File: src/rtl/dds_pkg.sv
// Shared definitions for the DDS sweep controller: datapath widths,
// sweep FSM encoding and sweep-mode constants.
package dds_pkg;

  localparam int KW = 32;  // tuning-word width, matches DDS K
  localparam int PW = 11;  // phase-offset width, matches DDS P
  localparam int DW = 16;  // dwell-counter width

  typedef enum logic [1:0] {
    IDLE  = 2'd0,
    DWELL = 2'd1,
    STEP  = 2'd2
  } state_t;

  localparam logic MODE_SINGLE = 1'b0;
  localparam logic MODE_CONT   = 1'b1;

endpackage

File: src/rtl/dds_sweep_ctrl_if.sv
// Config/control and DDS-core bus of the sweep controller.
//
// Handshake: start and abort are one-cycle requests with no ready; start is
// accepted only in IDLE and dropped otherwise. upd acts as the valid strobe
// for k_out/p_out (high only in the first cycle a value is presented); the
// DDS core always accepts, so there is no ready. done is a one-cycle pulse
// and never coincides with upd.
interface dds_sweep_ctrl_if;
  import dds_pkg::*;

  logic            start;
  logic            abort;
  logic            cfg_mode;
  logic [KW-1:0]   cfg_k_start;
  logic [KW-1:0]   cfg_k_stop;
  logic [KW-1:0]   cfg_k_step;
  logic [DW-1:0]   cfg_dwell;
  logic [PW-1:0]   cfg_phase;
  logic [KW-1:0]   k_out;
  logic [PW-1:0]   p_out;
  logic            upd;
  logic            busy;
  logic            done;
  state_t          dbg_state;

  // Register/config side: issues requests, observes the DDS outputs.
  modport master (
    output start, abort, cfg_mode, cfg_k_start, cfg_k_stop, cfg_k_step,
           cfg_dwell, cfg_phase,
    input  k_out, p_out, upd, busy, done, dbg_state
  );

  // Sweep controller side.
  modport slave (
    input  start, abort, cfg_mode, cfg_k_start, cfg_k_stop, cfg_k_step,
           cfg_dwell, cfg_phase,
    output k_out, p_out, upd, busy, done, dbg_state
  );

endinterface

File: src/rtl/dds_dwell_timer.sv
// Loadable down-counter that measures how long each tuning word is held.
module dds_dwell_timer
  import dds_pkg::*;
#(
  parameter int W = DW
) (
  input  logic         clk,
  input  logic         rst,
  input  logic         load,
  input  logic [W-1:0] load_val,
  input  logic         dec,
  output logic         zero
);

  logic [W-1:0] cnt;

  // Load wins over decrement; the counter parks at zero.
  always_ff @(posedge clk or posedge rst) begin
    if (rst)
      cnt <= '0;
    else if (load)
      cnt <= load_val;
    else if (dec && (cnt != '0))
      cnt <= cnt - 1'b1;
  end

  assign zero = (cnt == '0);

endmodule

File: src/rtl/dds_sweep_ctrl.sv
// Linear frequency-sweep scheduler driving the DDS tuning word and phase.
// Config is captured once at start; each K is held dwell+2 cycles
// (dwell+1 in DWELL plus one STEP cycle).
module dds_sweep_ctrl
  import dds_pkg::*;
(
  input  logic clk,
  input  logic rst,
  dds_sweep_ctrl_if.slave bus
);

  state_t        state, state_d;
  logic [KW-1:0] k_q, k_d;
  logic [PW-1:0] p_q, p_d;
  logic          upd_q, upd_d;
  logic          busy_q, busy_d;
  logic          done_q, done_d;

  logic          sh_mode;
  logic [KW-1:0] sh_start, sh_stop, sh_step;
  logic [DW-1:0] sh_dwell;
  logic          sh_load;

  logic          tmr_load, tmr_dec, tmr_zero;
  logic [DW-1:0] tmr_val;

  // Carry is kept so a step past the top of the K range ends the sweep
  // instead of wrapping to a small tuning word.
  logic [KW:0]   step_sum;
  logic          step_ok;

  assign step_sum = {1'b0, k_q} + {1'b0, sh_step};
  assign step_ok  = !step_sum[KW] && (step_sum[KW-1:0] <= sh_stop) &&
                    (sh_step != '0);

  dds_dwell_timer #(.W(DW)) u_timer (
    .clk      (clk),
    .rst      (rst),
    .load     (tmr_load),
    .load_val (tmr_val),
    .dec      (tmr_dec),
    .zero     (tmr_zero)
  );

  // State register.
  always_ff @(posedge clk or posedge rst) begin
    if (rst) state <= IDLE;
    else     state <= state_d;
  end

  // Next-state logic; abort dominates in every state.
  always_comb begin
    state_d = state;
    case (state)
      IDLE:  if (bus.start && !bus.abort) state_d = DWELL;
      DWELL: if (bus.abort)               state_d = IDLE;
             else if (tmr_zero)           state_d = STEP;
      STEP:  if (bus.abort)               state_d = IDLE;
             else if (step_ok || sh_mode == MODE_CONT) state_d = DWELL;
             else                         state_d = IDLE;
      default:                            state_d = IDLE;
    endcase
  end

  // Output logic: next values of the registered outputs and timer controls.
  always_comb begin
    k_d      = k_q;
    p_d      = p_q;
    upd_d    = 1'b0;
    busy_d   = busy_q;
    done_d   = 1'b0;
    sh_load  = 1'b0;
    tmr_load = 1'b0;
    tmr_val  = sh_dwell;
    tmr_dec  = 1'b0;
    case (state)
      IDLE: begin
        if (bus.start && !bus.abort) begin
          sh_load  = 1'b1;
          k_d      = bus.cfg_k_start;
          p_d      = bus.cfg_phase;
          upd_d    = 1'b1;
          busy_d   = 1'b1;
          tmr_load = 1'b1;
          tmr_val  = bus.cfg_dwell;
        end
      end
      DWELL: begin
        if (bus.abort) begin
          k_d    = '0;
          upd_d  = 1'b1;
          busy_d = 1'b0;
        end else begin
          tmr_dec = 1'b1;
        end
      end
      STEP: begin
        if (bus.abort) begin
          k_d    = '0;
          upd_d  = 1'b1;
          busy_d = 1'b0;
        end else if (step_ok) begin
          k_d      = step_sum[KW-1:0];
          upd_d    = 1'b1;
          tmr_load = 1'b1;
        end else if (sh_mode == MODE_CONT) begin
          k_d      = sh_start;
          upd_d    = 1'b1;
          tmr_load = 1'b1;
        end else begin
          busy_d = 1'b0;
          done_d = 1'b1;
        end
      end
      default: begin
        busy_d = 1'b0;
      end
    endcase
  end

  // Output and shadow-config registers.
  always_ff @(posedge clk or posedge rst) begin
    if (rst) begin
      k_q      <= '0;
      p_q      <= '0;
      upd_q    <= 1'b0;
      busy_q   <= 1'b0;
      done_q   <= 1'b0;
      sh_mode  <= MODE_SINGLE;
      sh_start <= '0;
      sh_stop  <= '0;
      sh_step  <= '0;
      sh_dwell <= '0;
    end else begin
      k_q    <= k_d;
      p_q    <= p_d;
      upd_q  <= upd_d;
      busy_q <= busy_d;
      done_q <= done_d;
      if (sh_load) begin
        sh_mode  <= bus.cfg_mode;
        sh_start <= bus.cfg_k_start;
        sh_stop  <= bus.cfg_k_stop;
        sh_step  <= bus.cfg_k_step;
        sh_dwell <= bus.cfg_dwell;
      end
    end
  end

  assign bus.k_out     = k_q;
  assign bus.p_out     = p_q;
  assign bus.upd       = upd_q;
  assign bus.busy      = busy_q;
  assign bus.done      = done_q;
  assign bus.dbg_state = state;

endmodule

File: src/flat_wrapper.sv
// flat-port wrapper written by rule: the top's interface ports become plain ports
module dds_sweep_ctrl_flat import dds_pkg::*;
  (clk, rst, bus_start, bus_abort, bus_cfg_mode, bus_cfg_k_start, bus_cfg_k_stop, bus_cfg_k_step, bus_cfg_dwell, bus_cfg_phase, bus_k_out, bus_p_out, bus_upd, bus_busy, bus_done, bus_dbg_state);
  dds_sweep_ctrl_if bus_i ();
  input  logic clk;
  input  logic rst;
  input wire logic [$bits(bus_i.start)-1:0] bus_start;
  input wire logic [$bits(bus_i.abort)-1:0] bus_abort;
  input wire logic [$bits(bus_i.cfg_mode)-1:0] bus_cfg_mode;
  input wire logic [$bits(bus_i.cfg_k_start)-1:0] bus_cfg_k_start;
  input wire logic [$bits(bus_i.cfg_k_stop)-1:0] bus_cfg_k_stop;
  input wire logic [$bits(bus_i.cfg_k_step)-1:0] bus_cfg_k_step;
  input wire logic [$bits(bus_i.cfg_dwell)-1:0] bus_cfg_dwell;
  input wire logic [$bits(bus_i.cfg_phase)-1:0] bus_cfg_phase;
  output wire logic [$bits(bus_i.k_out)-1:0] bus_k_out;
  output wire logic [$bits(bus_i.p_out)-1:0] bus_p_out;
  output wire logic [$bits(bus_i.upd)-1:0] bus_upd;
  output wire logic [$bits(bus_i.busy)-1:0] bus_busy;
  output wire logic [$bits(bus_i.done)-1:0] bus_done;
  output wire logic [$bits(bus_i.dbg_state)-1:0] bus_dbg_state;
  assign bus_i.start = bus_start;
  assign bus_i.abort = bus_abort;
  assign bus_i.cfg_mode = bus_cfg_mode;
  assign bus_i.cfg_k_start = bus_cfg_k_start;
  assign bus_i.cfg_k_stop = bus_cfg_k_stop;
  assign bus_i.cfg_k_step = bus_cfg_k_step;
  assign bus_i.cfg_dwell = bus_cfg_dwell;
  assign bus_i.cfg_phase = bus_cfg_phase;
  assign bus_k_out = bus_i.k_out;
  assign bus_p_out = bus_i.p_out;
  assign bus_upd = bus_i.upd;
  assign bus_busy = bus_i.busy;
  assign bus_done = bus_i.done;
  assign bus_dbg_state = bus_i.dbg_state;
  dds_sweep_ctrl u_core (.clk(clk), .rst(rst), .bus(bus_i));
endmodule
File: config.mk
export PLATFORM = sky130hd
export DESIGN_NAME = dds_sweep_ctrl_flat
export DESIGN_NICKNAME = d
export VERILOG_FILES = /design/src/rtl/dds_pkg.sv /design/src/rtl/dds_sweep_ctrl_if.sv /design/src/rtl/dds_dwell_timer.sv /design/src/rtl/dds_sweep_ctrl.sv /design/src/flat_wrapper.sv
export SDC_FILE = /design/constraint.sdc
export NUM_CORES = 1
export LEC_CHECK = 0
export CORE_UTILIZATION = 53
export DETAILED_ROUTE_END_ITERATION = 8
export PLACE_DENSITY = 0.87
export SYNTH_ARGS = -nofsm -noshare
export SYNTH_HDL_FRONTEND = slang
export SYNTH_SLANG_ARGS = --single-unit
File: constraint.sdc
create_clock -name clk -period 11.5 [get_ports clk]
set_input_delay 2.3 -clock clk [delete_from_list [all_inputs] [get_ports clk]]
set_output_delay 2.3 -clock clk [all_outputs]
set_load 0.1 [all_outputs]
## After elaboration in Yosys (flattened, before gate mapping)

Index checks and enable logic that the tools add are counted.

| storage, ports and cells | value |
|---|---|
| register bits after elaboration | 177 |
| input bits | 128 |
| logic and storage cells | 77 |
| output and inout bits | 48 |

| operators by class | value |
|---|---|
| reductions and logical operators | 17 |
| mux-type cells | 37 |
| eq/ne operators | 8 |
| $lt $le $gt $ge | 1 |
| add/sub/neg operators | 2 |

Operator list:

| kind | count |
|---|---|
| $mux W32 | 5 |
| $pmux W32 S3 | 1 |
| $mux W16 | 4 |
| $add A32 B32 Y33 | 1 |
| $le A32 B32 Y1 | 1 |
| $reduce_bool A32 Y1 | 1 |
| $mux W1 | 19 |
| $logic_not A16 Y1 | 1 |
| $reduce_bool A16 Y1 | 1 |
| $sub A16 B1 Y16 const B | 1 |
| $mux W2 | 4 |
| $reduce_and A4 Y1 | 2 |
| $ne A3 B3 Y1 const B | 2 |
| $pmux W1 S3 | 2 |
| $pmux W2 S3 | 1 |
| $logic_and A1 B1 Y1 | 4 |
| $ne A4 B2 Y1 const B | 1 |
| $reduce_and A2 Y1 | 2 |
| $ne A3 B2 Y1 const B | 1 |
| $reduce_bool A3 Y1 | 1 |
| $eq A2 B1 Y1 const B | 1 |
| $eq A2 B2 Y1 const B | 1 |
| $logic_not A1 Y1 | 2 |
| $logic_not A2 Y1 | 1 |
| other kinds (5) | 5 |

## Longest topological paths before layout

Gate-level depths: netlist of the first run.

| depth | value |
|---|---|
| depth after elaboration | 8 |
| gate-level depth with buffers | 22 |
| mapped depth without buffers | 21 |

## Modules after synthesis

From an unflattened synthesis of the first run, not the netlist that was laid out.

| second synthesis, totals | value |
|---|---|
| cells, all modules | 1018 |
| area, all modules | 10616.4 sq um |

By module, submodules not included:

| module | times used | area an instance (sq um) | cells each | sequential area each (sq um) |
|---|---|---|---|---|
| dds_sweep_ctrl | 1 | 9581.7 | 896 | 4028.9 |
| dds_dwell_timer | 1 | 1034.7 | 122 | 400.4 |

## Worst setup path after synthesis of the first run

OpenSTA, ideal clock, no wires.

| path | value |
|---|---|
| path kind | reg-to-reg |
| start point | reg u_core.k_q[0] (netlist: u_core.bus.k_out[0]) |
| end point | reg u_core.k_q[30] (netlist: u_core.bus.k_out[30]) |
| cell stages (with the launch flop) | 21 |
| data required time | 11.374 ns |
| buffers on the path | 0 |
| data arrival time | 5.080 ns |
| clock period less this slack | 5.206 ns |
| path slack | 6.294 ns |
| cell sequence | dfrtp_1 > ha_1 > inv_1 > fa_1 > nor2b_1 > o31a_1 > o21ai_1 > o21bai_1 > a31oi_1 > xnor2_1 > ha_1 > nand4_1 > nor3_1 > a21boi_0 > or4b_1 > a311oi_1 > nand2_1 > o21ai_1 > inv_2 > nor2_2 > mux2_2 |

| between the ends | value |
|---|---|
| word-level cells in the longest chain between the ends | 7 |
| elaborated cells on any way between the ends | 10 |

RTL lines:

| element | RTL line | source |
|---|---|---|
| start, declared | dds_sweep_ctrl.sv:13 | `logic [KW-1:0] k_q, k_d;` |
| start signal, assigned | dds_sweep_ctrl.sv:135 | `k_q <= k_d;` |
| $add A32 B32 Y33 (*) | dds_sweep_ctrl.sv:32 | `assign step_sum = {1'b0, k_q} + {1'b0, sh_step};` |
| $le A32 B32 Y1 or $logic_not A1 Y1 (tied branches) | dds_sweep_ctrl.sv:33 | `assign step_ok = !step_sum[KW] && (step_sum[KW-1:0] <= sh_stop) &&` |
| $logic_and A1 B1 Y1 (2 in a row) | dds_sweep_ctrl.sv:33 |  |
| $mux W32 | dds_sweep_ctrl.sv:102 | `end else if (step_ok) begin` |
| $mux W32 | dds_sweep_ctrl.sv:98 | `if (bus.abort) begin` |
| $pmux W32 S3 | dds_sweep_ctrl.sv:76 | `case (state)` |

Mark *: on every way between the ends. The rest lies on a longest branch, timed or not.
A chain may end at the register's enable or synchronous reset.

## Worst setup path after layout of the first run

| path | value |
|---|---|
| start point | reg u_core.sh_step[0] |
| end point | reg u_core.k_q[30] (netlist: u_core.bus.k_out[30]) |

| between the ends | value |
|---|---|
| word-level cells in the longest chain between the ends | 7 |
| elaborated cells on any way between the ends | 11 |

RTL lines:

| element | RTL line | source |
|---|---|---|
| start, declared | dds_sweep_ctrl.sv:20 | `logic [KW-1:0] sh_start, sh_stop, sh_step;` |
| start signal, assigned | dds_sweep_ctrl.sv:144 | `sh_step <= bus.cfg_k_step;` |
| $add A32 B32 Y33 | dds_sweep_ctrl.sv:32 |  |
| $le A32 B32 Y1 or $logic_not A1 Y1 (tied branches) | dds_sweep_ctrl.sv:33 |  |
| $logic_and A1 B1 Y1 (2 in a row) | dds_sweep_ctrl.sv:33 |  |
| $mux W32 | dds_sweep_ctrl.sv:102 |  |
| $mux W32 | dds_sweep_ctrl.sv:98 |  |
| $pmux W32 S3 | dds_sweep_ctrl.sv:76 |  |

Several ways; a longest one is shown, not always the timed one.

==> flow_metrics.py, run 1 <==
metrics = {
    "run_status": {
        "status": "completed",
    },
    "critical_path": {
        "worstPathRequired_ns": 11.82,
        "critPathKind": "flop to flop",
        "critical_path_arrival_ns": 7.19,
        "cpMaxStageDelayCell": "nor2_2",
        "cpLargestDelayFamily": "compound AO/OA/AOI/OAI gates",
        "end_kind": "flop",
        "cp-start-kind": "flop",
        "worstPathMaxFanout": 25,
        "crit_buf_inv": 2,
        "cp_cell_sequence": "ha_1 -> inv_1 -> fa_1 -> nor2b_1 -> o31a_1 -> o21ai_1 -> o21ai_0 -> a311oi_1 -> nand2b_1 -> o311ai_0 -> ha_1 -> nand2_1 -> o21ai_0 -> a221oi_1 -> o21ai_0 -> nand2_1 -> nand2_1 -> o21ai_2 -> inv_2 -> nor2_2 -> mux2_2",
        "crit_path_max_incr_delay_ns": 0.89,
    },
    "detailed_routing": {
        "viasPerCell": 5.852,
        "drt_pre_antenna_iters": 5,
        "num_vias": 9749,
        "drtIter0Drc": 898,
        "routed_wl_mm": 30.51,
        "final_antenna_net_count": 0,
        "wire_per_inst_um": 18.31,
        "drc_errors": 0,
    },
    "timing": {
        "max_slew_margin": 0.2406,
        "period_minus_slack_ns": 6.868,
        "period_share": 0.5973,
        "fmax_ghz": 0.1456,
        "tightest_slew_ns": 1.138,
        "rsz0062_at_grt": "no",
        "slew_violations": 0,
        "setup_violations": 0,
        "fin_skew_ns": 0.01307,
        "finalHoldViolCount": 0,
        "setup_tns_ns": 0,
    },
    "final_layout": {
        "fin_nets": 1587,
        "multi_input_area_sq_mm": 0.005675,
        "fin_util": 0.6690,
        "final_cell_mix": "nand2_1 (350), dfrtp_1 (177), clkdlybuf4s50_1 (175), o21ai_0 (82), ha_1 (69)",
        "drive_above_1_share": 0.04283,
        "diodes": 0,
        "final_common_cell": "nand2_1",
        "fill_cells": 1560,
        "area_growth_pct": 23.58,
        "ff_latch_area_sq_mm": 0.004429,
    },
    "global_routing": {
        "track_usage": 0.3074,
        "grt_pass1_wl_mm": 48.39,
        "grt.overflow.total": 0,
        "antenna_found_initial": 1,
        "grt_max_degree": 103,
        "grt_pass1_vias": 9478,
    },
    "clock_tree": {
        "cts_buffers": 17,
        "clock-sinks": 177,
        "htreeDepth": 4,
        "clk_pin_slew_ns": 0.07,
        "clk_path_buf_depth": 2,
        "cts_resized": 0,
        "cts_hold_buf": 0,
        "post_cts_buffers": 0,
        "clock_latency_ns": 0.44,
        "cts_tree": "yes",
        "cts_root_buffer": "clkbuf_16",
    },
    "floorplan": {
        "die_w_um": 143.2,
        "die_area_sq_mm": 0.02051,
        "rows": 51,
        "core_area_sq_mm": 0.01953,
        "start_util": 0.5413,
        "fp.dieH_um": 143.2,
        "ios": 176,
    },
    "synth": {
        "syn_avg_cell_area_sq_um": 8.429,
        "syn_inst": 1254,
        "synth_flop_cell": "dfrtp_1",
        "yosysSeqAreaShare": 0.4190,
        "synth_edf_count": 0,
        "synth-seq-cells": 177,
        "yosys.cell_types.count": 66,
        "async_reset_ff_frac": 1.000,
        "yosys_warnings": 0,
        "synth_fp_nets": 1452,
        "syn_area_sq_mm": 0.01057,
    },
    "placed_design": {
        "finalWeightedCongestion": 0.9637,
        "portBuffers": 175,
        "dp_hpwl_mm": 21.94,
    },
    "flow_run": {
        "max_cap_violations": 0,
    },
    "worst_hold_path": {
        "hold_path_class": "flop to flop",
    },
}
==> cell usage after synthesis, drive strengths merged, types with 4 or more instances <==
cell | count | area, sq um
mux2i | 6 | 60.06
a211oi | 8 | 65.06
inv | 55 | 206.4
or2 | 6 | 37.54
o21a | 5 | 37.54
a31oi | 24 | 150.1
a21boi | 7 | 52.55
nand4 | 15 | 93.84
o31ai | 4 | 30.03
nor3 | 18 | 90.09
and3 | 7 | 43.79
mux2 | 17 | 191.4
o211ai | 12 | 90.09
nand3 | 33 | 165.2
nor2 | 29 | 111.4
o21bai | 6 | 45.04
xor2 | 20 | 175.2
and2 | 8 | 50.05
a21oi | 69 | 356.6
dfrtp | 177 | 4429
ha | 69 | 863.3
nand2 | 350 | 1314
nor4 | 14 | 87.58
nor2b | 11 | 68.82
a311oi | 5 | 43.79
o21ai | 84 | 420.4
a21o | 32 | 240.2
buf | 15 | 82.57
nand2b | 28 | 175.2
xnor2 | 20 | 175.2
clkbuf | 52 | 195.2
nand4b | 5 | 43.79
or3 | 6 | 37.54
==> cells by family after synthesis <==
group	after synthesis	share of synthesized area
compound gates	282	0.1671
xor+xnor	40	0.03314
fa+ha+maj	70	0.08357
buf+inv	122	0.04581
flops	177	0.4190
mux	23	0.02379
simple gates	540	0.2275
==> metal layers <==
layer  GRT usage  part of all wire  vias up
li1            -                 -     4585
met1      0.3921              0.42     4675
met2      0.4973              0.46      424
met3     0.07948             0.088       65
met4      0.1243             0.031        0
met5           0                 0        -
==> final cells by class <==
cell class / instances / area share
multi-input cells: 955 / 0.4345
flip-flops and latches: 177 / 0.3391
repair buffers: 183 / 0.1387
clock buffers: 20 / 0.03496
well taps: 265 / 0.02538
inverters: 55 / 0.01619
clock inverters: 11 / 0.01121
==> worst reg2reg max path: cells and delay by family (launching register included) <==
| family | cells | cell delay, ns |
|---|---|---|
| AOI/OAI and AO/OA | 9 | 2.89 |
| adders and majority gates | 3 | 0.98 |
| buffers and inverters | 2 | 0.18 |
| DFF | 1 | 0.38 |
| muxes | 1 | 0.42 |
| and+or+nand+nor | 6 | 1.92 |
==> flip-flops by register name, summed over array words and instances, names as in the netlist <==
signal                cells
u_core.sh_mode            1
u_core.bus.k_out         32
u_core.sh_step           32
u_core.sh_stop           32
u_core.bus.busy           1
u_core.sh_start          32
u_core.bus.p_out         11
u_core.bus.upd            1
u_core.bus.dbg_state      2
u_core.u_timer.cnt       16
u_core.bus.done           1
u_core.sh_dwell          16
==> path summary, 6_finish.rpt <==
kind	cells past startpoint	slack, ns	startpoint	to
min in group asynchronous	2	2.45	rst	u_core.sh_dwell[14]$_DFFE_PP0P_
worst min-delay path	2	0.47	u_core.bus.p_out[9]$_DFFE_PP0P_	u_core.bus.p_out[9]$_DFFE_PP0P_
max in group asynchronous	3	7.55	rst	u_core.sh_stop[23]$_DFFE_PP0P_
worst max register to register	21	4.63	u_core.sh_step[0]$_DFFE_PP0P_	u_core.bus.k_out[30]$_DFFE_PP0P_
worst max-delay path	21	4.63	u_core.sh_step[0]$_DFFE_PP0P_	u_core.bus.k_out[30]$_DFFE_PP0P_
worst min register to register	2	0.47	u_core.bus.p_out[9]$_DFFE_PP0P_	u_core.bus.p_out[9]$_DFFE_PP0P_
==> through the flow <==
step,cells,hold WS (ns),setup WS [ns],instance area [sq um]
after floorplan,1254,0.4344,4.398,10570
after global placement,1635,0.4514,5.056,12460
after detailed placement,1635,0.4566,4.901,12460
after CTS,1666,0.4732,4.891,13060
after global routing,1666,0.4977,4.262,13060
final,1666,0.4714,4.632,13060
Power of run 1 is left out: the tool's default activity adds up to more than one toggle a clock period on the data nets, which glitch-free logic cannot reach.
==> run 2: changes to the inputs <==
- CORE_UTILIZATION: 53 -> 49
- PLACE_DENSITY: 0.87 -> 0.84
- clock period: 11.5 -> 5.7 ns (I/O delays scaled with it)
==> run 2 against run 1 <==
Net effect: die area increased by 8.1%; flip-flop and latch count unchanged; fmax increased by 25%; global-route usage decreased by 2.3 points; via count decreased by 0.44%; sequential share of layout area decreased by 0.30 points; worst setup slack got worse by 4.4 ns; highest routed layer unchanged; critical path depth decreased by 2; wire length increased by 0.17%; non-clock buffer count increased by 9; clock-buffer cell count decreased by 3; first-iteration DRC count decreased by 11%; critical path type unchanged.
==> flow_metrics.py, run 2 (synthesis results as in run 1) <==
metrics = {
    "placed_design": {
        "dp_cells": 1653,
        "portBuffers": 175,
        "finalWeightedCongestion": 0.9324,
        "dp_hpwl_mm": 22.56,
    },
    "timing": {
        "fin_skew_ns": 0.01740,
        "fmax_ghz": 0.1816,
        "holdWs_ns": 0.4694,
        "tightest_slew_ns": 1.108,
        "setup_tns_ns": 0,
        "rsz0062_at_grt": "no",
        "max_slew_margin": 0.2611,
        "finalHoldViolCount": 0,
        "period_share": 0.9662,
        "period_minus_slack_ns": 5.507,
        "slew_violations": 0,
        "setup_violations": 0,
    },
    "clock_tree": {
        "cts_tree": "yes",
        "clk_path_buf_depth": 2,
        "clock-sinks": 177,
        "cts_buffers": 17,
        "htreeDepth": 4,
        "clk_pin_slew_ns": 0.07,
        "cts_resized": 0,
        "cts_root_buffer": "clkbuf_16",
        "clock_latency_ns": 0.45,
    },
    "worst_hold_path": {
        "hold_path_class": "flop to flop",
    },
    "final_layout": {
        "final_common_cell": "nand2_1",
        "fin_nets": 1596,
        "drive_above_1_share": 0.04965,
        "fin_util": 0.6250,
        "fill_cells": 1793,
        "fin_cells": 1686,
        "area_growth_pct": 24.68,
        "final_cell_mix": "nand2_1 (350), dfrtp_1 (177), clkdlybuf4s50_1 (175), o21ai_0 (82), ha_1 (69)",
    },
    "global_routing": {
        "grt_max_degree": 100,
        "grt_pass1_wl_mm": 48.79,
        "antenna_found_initial": 1,
        "grt_pass1_vias": 9499,
        "grt.overflow.total": 0,
        "grt_use_met2": 0.4509,
        "track_usage": 0.2846,
        "met3_usage": 0.05933,
        "grt-busiest-layer": "met2",
        "use_met1": 0.3750,
    },
    "floorplan": {
        "die_w_um": 148.9,
        "ios": 176,
        "fp.dieH_um": 148.9,
        "core_area_sq_mm": 0.02109,
        "start_util": 0.5012,
        "rows": 53,
        "die_area_sq_mm": 0.02216,
    },
    "detailed_routing": {
        "wire_per_inst_um": 18.13,
        "num_vias": 9706,
        "drc_errors": 0,
        "drt_pre_antenna_iters": 5,
        "final_antenna_net_count": 0,
        "routed_wl_mm": 30.56,
        "viasPerCell": 5.757,
        "drtIter0Drc": 798,
    },
    "critical_path": {
        "end_kind": "flop",
        "worstPathRequired_ns": 6.00,
        "worstPathMaxFanout": 24,
        "critical_path_arrival_ns": 5.81,
        "cp-start-kind": "flop",
        "critPathKind": "flop to flop",
    },
    "run_status": {
        "status": "completed",
    },
    "flow_run": {
        "max_cap_violations": 0,
    },
}
run 2: area by class of cell:
| cell class | instances | area (sq um) | area share |
|---|---|---|---|
| antenna | 1 | 2.502 | 0.0001899 |
| clock buffer | 17 | 425.4 | 0.03228 |
| clock inverter | 14 | 175.2 | 0.01329 |
| inverter | 55 | 210.2 | 0.01595 |
| multi-input combinational | 955 | 5675 | 0.4306 |
| sequential | 177 | 4429 | 0.3361 |
| tap | 275 | 344.1 | 0.02611 |
| timing repair buffer | 192 | 1917 | 0.1454 |
run 2: through the flow:
| step | area, sq um | setup WS (ns) |
|---|---|---|
| detailed placement | 12560 | 0.2690 |
| CTS | 13160 | 0.2446 |
| floorplan | 10570 | 0.4940 |
| global route | 13180 | 0.02584 |
| global placement | 12560 | 0.2460 |
| finish | 13180 | 0.1926 |
run 2: layer usage:
layer  vias to the layer above  wire length, um
li1                       4623                -
met3                        85             2128
met5                         -                0
met2                       391            14110
met1                      4607            13210
met4                         0             1110
run 2: final timing paths:
check,from,endpoint,slack (ns),cells past startpoint
setup reg to reg,u_core.bus.k_out[12]$_DFFE_PP0P_,u_core.bus.k_out[2]$_DFFE_PP0P_,0.19,19
hold / removal,u_core.sh_start[17]$_DFFE_PP0P_,u_core.sh_start[17]$_DFFE_PP0P_,0.47,2
max in group asynchronous,rst,u_core.sh_stop[16]$_DFFE_PP0P_,3.46,3
setup / recovery,u_core.bus.k_out[12]$_DFFE_PP0P_,u_core.bus.k_out[2]$_DFFE_PP0P_,0.19,19
min in group asynchronous,rst,u_core.bus.p_out[3]$_DFFE_PP0P_,1.19,2
hold reg to reg,u_core.sh_start[17]$_DFFE_PP0P_,u_core.sh_start[17]$_DFFE_PP0P_,0.47,2
run 2: critical path: stages, from the launching register on:
cell      delay (ns)
dfrtp_1         0.44
ha_1            0.44
a21oi_1         0.36
o21bai_1        0.10
a21oi_1         0.27
o31ai_1         0.21
a211oi_1        0.47
o221ai_1        0.19
xor2_1          0.39
ha_1            0.23
nand4_1         0.16
nor4_1          0.56
nand3_1         0.18
nand2_1         0.14
nand2_1         0.16
o21ai_2         0.30
inv_2           0.13
nor2_2          0.16
buf_4           0.31
a31oi_1         0.14
run 2: timing repair:
| item | 4_1_cts | 5_1_grt |
|---|---|---|
| hold buffers | 0 | 0 |
| setup buffers | 0 | 1 |
| setup endpoints to repair | 0 | 15 |
| endpoints found under the hold margin | 0 | 0 |
Power of run 2 is left out for the same reason.
